### config.mk
export PLATFORM = sky130hd
export DESIGN_NAME = bit_serializer_flat
export DESIGN_NICKNAME = d
export VERILOG_FILES = /design/src/rtl/bit_serializer_pkg.sv /design/src/rtl/bit_serializer_if.sv /design/src/rtl/bit_serializer_mod_counter.sv /design/src/rtl/bit_serializer.sv /design/src/flat_wrapper.sv
export SDC_FILE = /design/constraint.sdc
export NUM_CORES = 1
export LEC_CHECK = 0
export CORE_AREA = 2 2 39 41
export CTS_BUF_LIST = sky130_fd_sc_hd__clkbuf_8
export DETAILED_ROUTE_END_ITERATION = 8
export DIE_AREA = 0 0 41 43
export PLACE_DENSITY = 0.72
export SLEW_MARGIN = 5
export SYNTH_ARGS = -nofsm -noshare
export SYNTH_HDL_FRONTEND = slang
export SYNTH_SLANG_ARGS = --single-unit
export TNS_END_PERCENT = 1
### constraint.sdc
create_clock -name clk -period 2.68 [get_ports clk]
set_clock_uncertainty 0.2 [all_clocks]
set_input_delay 0.67 -clock clk [delete_from_list [all_inputs] [get_ports clk]]
set_output_delay 0.67 -clock clk [all_outputs]
set_load 0.1 [all_outputs]
### src/rtl/bit_serializer_pkg.sv
// Shared constants for the serializer and the downstream sequence detector.
// FSM encodings live here so both blocks decode the same values.
package bit_serializer_pkg;
  localparam logic [0:0] SER_IDLE  = 1'b0;
  localparam logic [0:0] SER_SHIFT = 1'b1;

  localparam bit IDLE_BIT_DEF = 1'b0;

  // Detector state encodings, kept alongside so the two blocks stay in step
  localparam logic [1:0] DET_S0 = 2'd0;
  localparam logic [1:0] DET_S1 = 2'd1;
  localparam logic [1:0] DET_S2 = 2'd2;
  localparam logic [1:0] DET_S3 = 2'd3;
endpackage

### src/rtl/bit_serializer_if.sv
// Parallel word handshake into the serializer.
interface bit_serializer_if #(parameter int WIDTH = 8);
  logic [WIDTH-1:0] din;
  logic             din_valid;
  logic             din_ready;

  modport master (output din, din_valid, input din_ready);
  modport slave  (input din, din_valid, output din_ready);
endinterface

### src/rtl/bit_serializer_mod_counter.sv
// Modulus-MOD counter with synchronous clear/enable; tc is high at MOD-1.
module bit_serializer_mod_counter #(
  parameter int MOD = 8
) (
  input  logic clk,
  input  logic rst,
  input  logic clr,
  input  logic en,
  output logic tc
);
  localparam int W = $clog2(MOD);

  logic [W-1:0] cnt;

  assign tc = (cnt == W'(MOD - 1));

  always_ff @(posedge clk) begin
    if (rst || clr)
      cnt <= '0;
    else if (en)
      cnt <= tc ? '0 : cnt + W'(1);
  end
endmodule

### src/rtl/bit_serializer.sv
// Parallel-to-serial stage feeding the sequence detector: one bit per clk,
// zero-gap between back-to-back words, IDLE_BIT otherwise.
module bit_serializer
  import bit_serializer_pkg::*;
#(
  parameter int WIDTH     = 8,
  parameter bit MSB_FIRST = 1'b1,
  parameter bit IDLE_BIT  = IDLE_BIT_DEF
) (
  input  logic             clk,
  input  logic             rst,
  bit_serializer_if.slave  in_if,
  output logic             o_bit,
  output logic             o_active,
  output logic             o_last
);
  logic [0:0]       state, state_nxt;
  logic [WIDTH-1:0] sr, sr_nxt;
  logic             tc, xfer, head_nxt;

  bit_serializer_mod_counter #(.MOD(WIDTH)) u_cnt (
    .clk (clk),
    .rst (rst),
    .clr (xfer),
    .en  (state == SER_SHIFT),
    .tc  (tc)
  );

  // Ready only on the final bit of a word (or when idle) so nothing is buffered
  assign in_if.din_ready = !rst && ((state == SER_IDLE) || tc);
  assign xfer            = in_if.din_valid && in_if.din_ready;
  assign o_last          = (state == SER_SHIFT) && tc;

  always_comb begin
    state_nxt = state;
    sr_nxt    = sr;
    if (xfer) begin
      state_nxt = SER_SHIFT;
      sr_nxt    = in_if.din;
    end else if (state == SER_SHIFT) begin
      sr_nxt = MSB_FIRST ? {sr[WIDTH-2:0], 1'b0} : {1'b0, sr[WIDTH-1:1]};
      if (tc)
        state_nxt = SER_IDLE;
    end
    head_nxt = MSB_FIRST ? sr_nxt[WIDTH-1] : sr_nxt[0];
  end

  always_ff @(posedge clk) begin
    if (rst) begin
      state    <= SER_IDLE;
      sr       <= '0;
      o_bit    <= IDLE_BIT;
      o_active <= 1'b0;
    end else begin
      state    <= state_nxt;
      sr       <= sr_nxt;
      o_active <= (state_nxt == SER_SHIFT);
      o_bit    <= (state_nxt == SER_SHIFT) ? head_nxt : IDLE_BIT;
    end
  end
endmodule

### src/flat_wrapper.sv
// flat-port wrapper written by rule: the top's interface ports become plain ports
module bit_serializer_flat import bit_serializer_pkg::*;
#(
  parameter int WIDTH     = 8,
  parameter bit MSB_FIRST = 1'b1,
  parameter bit IDLE_BIT  = IDLE_BIT_DEF
)
  (clk, rst, o_bit, o_active, o_last, in_if_din, in_if_din_valid, in_if_din_ready);
  bit_serializer_if #(.WIDTH(WIDTH)) in_if_i ();
  input  logic clk;
  input  logic rst;
  output logic o_bit;
  output logic o_active;
  output logic o_last;
  input wire logic [$bits(in_if_i.din)-1:0] in_if_din;
  input wire logic [$bits(in_if_i.din_valid)-1:0] in_if_din_valid;
  output wire logic [$bits(in_if_i.din_ready)-1:0] in_if_din_ready;
  assign in_if_i.din = in_if_din;
  assign in_if_i.din_valid = in_if_din_valid;
  assign in_if_din_ready = in_if_i.din_ready;
  bit_serializer #(.WIDTH(WIDTH), .MSB_FIRST(MSB_FIRST), .IDLE_BIT(IDLE_BIT)) u_core (.clk(clk), .rst(rst), .in_if(in_if_i), .o_bit(o_bit), .o_active(o_active), .o_last(o_last));
endmodule
==> results.tsv <==
stage	metric	value	unit
drt	number of remaining DRC errors	0	
clocking	setup bufs post-CTS	0	
pwr	switching pwr	0.123	mW
clocking	clk sinks	12	
pwr	Lkg Pwr	0.318	nW
pwr	Pwr Density	594	nW/um^2
sta	Rel. slew slack	0.777	
worst_setup_path	crit end category	output pin	
drt	drt initial violations	10	
floorplan	die area	1760	sq um
placement	GPL Wtd Cong	0.691	
floorplan	Initial Util	0.427	
sta	Pins Over Slew Limit	0	
drt	Pre-Repair DR Iteration Count	4	
drt	vias	507	
outcome	status	finished, final reports clean	
clocking	Reg clk slew, reported paths	0.05	ns
worst_setup_path	kind of critical path	primary input to output pin	
worst_setup_path	CP startpoint	rst	
cells_and_area	number of fill cells in the layout	127	
floorplan	row cnt	14	
clocking	Max Root-Sink Buffers	2	
worst_setup_path	startpoint types	primary input	
placement	dpl hpwl	764	um
cells_and_area	Synth-to-Final Area Change	37.1	%
floorplan	core area	1380	sq um
worst_setup_path	FF-to-FF path depth	6	
pwr	part of the power in combinational logic	0.180	
logic_synthesis	count of warnings emitted by yosys	0	
clocking	htree depth	1	
cells_and_area	most common cell after layout, fill and taps aside	dfxtp_1	
cells_and_area	Final nets	90	
logic_synthesis	Seq cells post-synth	12	
cells_and_area	Inserted Diodes	0	
clocking	CTS root buf	clkbuf_8	
placement	post-place setup slack	0.349	ns
logic_synthesis	Synth Instances	60	
grt	initial antenna violation count	0	
pwr	sequential power share	0.416	
grt	number of global-route vias before repair	509	
worst_setup_path	Critical Path Sink	in_if_din_ready	
floorplan	die extent in x	41	um
sta	fmax	0.427	GHz
clocking	Post-CTS Hold Fix Bufs	0	
logic_synthesis	Post-Syn Area	591	sq um
cells_and_area	layout cell share with drive strength beyond 1	0.237	
hold_path	hold depth	2	
pwr	clock power share	0.404	
worst_setup_path	CP arrival	1.47	ns
floorplan	Die H	43	um
sta	slew of the pin with the lowest slew margin	0.334	ns
logic_synthesis	Mean Syn Cell Area	9.84	sq um
grt	Overflow after GRT	0	
worst_setup_path	Critical R2R Capture	u_core.sr[5]	
sta	final setup fails	0	
grt	gr usage total	0.181	
clocking	worst-skew pair later-pin latency	0.24	ns
clocking	CTS resizes	0	
pwr	Internal Power	0.358	mW
cells_and_area	Layout Cells excl Fill	92	
worst_setup_path	Worst Path Required	1.81	ns
sta	worst setup margin	0.338	ns
logic_synthesis	distinct cell type count after synthesis	19	
sta	fin crit share	0.874	
hold_path	Min-Delay Path Class	register to register	
placement	Inst Count DP	88	
grt	largest net degree at the start of global routing	15	
drt	final wirelength	1170	um
worst_setup_path	FF-to-FF Start	u_core.u_cnt.cnt[0]	
sta	worst hold slack	0.257	ns
sta	RSZ-0062 raised after global routing	no	
drt	Via-to-Cell Ratio	5.51	
drt	antenna viol nets, final	0	
pwr	Worst VDD drop	288	uV
placement	IO Port Bufs	14	
logic_synthesis	Net Count, Synth	73	
floorplan	io pins	15	
worst_setup_path	R2R Setup Slk	0.96	ns
clocking	Num CTS Buffers	3	
drt	Avg WL per Cell	12.7	um
worst_setup_path	crit-path max FO	2	
logic_synthesis	post-synthesis sequential area ratio	0.407	
sta	setup TNS	0	ns
grt	first-pass GRT wire length	2180	um
clocking	CTS tree	done	
flow_run	Max-Cap Viols	0	
pwr	Sw Ratio	0.256	
sta	post-route minimum period	2.34	ns
sta	endpoints failing hold	0	
cells_and_area	commonest cells after routing, fill and taps aside	11 x dfxtp_1, 10 x clkdlybuf4s50_1, 8 x mux2i_1	
-- cell families after synthesis --
group,after synthesis,share of synthesized area
multiplexers,8,0.136
buffers and inverters,4,0.0508
AO/OA/AOI/OAI,9,0.144
flip-flops,12,0.407
AND/OR/NAND/NOR,25,0.220
adder cells (fa/ha/maj),2,0.0424
-- Yosys cell counts (all sizes together) --
cell type  instances  area share
nand3b             1       0.013
clkbuf             1      0.0063
a211oi             6        0.12
nor3b              1       0.013
and2b              2       0.025
a21oi              3       0.025
nand2              2       0.017
ha                 2       0.042
buf                3       0.044
and2               1       0.011
nand3              2       0.017
mux2i              8        0.14
nor2               7       0.044
dfxtp             12        0.41
nand2b             2       0.021
nor3               7       0.059
-- worst min path at each step --
stage                      start      endpoint
detailed placement  u_core.sr[6]  u_core.o_bit
global placement    u_core.sr[6]  u_core.o_bit
floorplan           u_core.sr[6]  u_core.o_bit
global route        u_core.sr[0]  u_core.sr[0]
CTS                 u_core.sr[6]  u_core.o_bit
finish              u_core.sr[6]  u_core.o_bit
-- power groups by stage --
stage | logic (mW) | registers (mW) | clock network, mW
4_1_cts | 0.0874 | 0.200 | 0.200
3_5_place_dp | 0.0867 | 0.203 | 0
5_1_grt | 0.0937 | 0.201 | 0.209
2_1_floorplan | 0.0485 | 0.212 | 0
6_report | 0.0867 | 0.200 | 0.194
3_3_place_gp | 0.0860 | 0.203 | 0
-- per-stage QoR --
step | cell area [sq um] | util | total power, mW
6_report | 810 | 0.585 | 0.481
5_1_grt | 810 | 0.585 | 0.504
3_5_place_dp | 754 | 0.545 | 0.290
4_1_cts | 810 | 0.585 | 0.487
2_1_floorplan | 594 | - | 0.260
3_3_place_gp | 754 | 0.545 | 0.289
-- sequential cells by signal (all words and copies together), names as in the netlist --
name              cells
u_core.sr             7
u_core.o_bit          1
u_core.u_cnt.cnt      3
u_core.o_active       1
-- area by class of cell --
cell class              count  area [sq um]  area share
well taps                  16          20.0      0.0247
multi-input cells          44           323       0.399
clock buffers               4          55.1      0.0680
repair buffers             16           170       0.210
flip-flops and latches     12           241       0.298
-- critical path, stage by stage --
cell	delay [ns]
clkdlybuf4s50_1	0.44
nor2_2	0.17
buf_12	0.19
-- metal layers --
layer	wire (um)	part of all wire	up-vias	global-route usage
li1	-	-	248	-
met5	0	0	-	0
met2	567	0.48	8	0.253
met3	40	0.034	2	0.0471
met1	553	0.47	249	0.242
met4	10	0.0085	0	0.100
No activity file was read; power rests on OpenSTA's default activity.
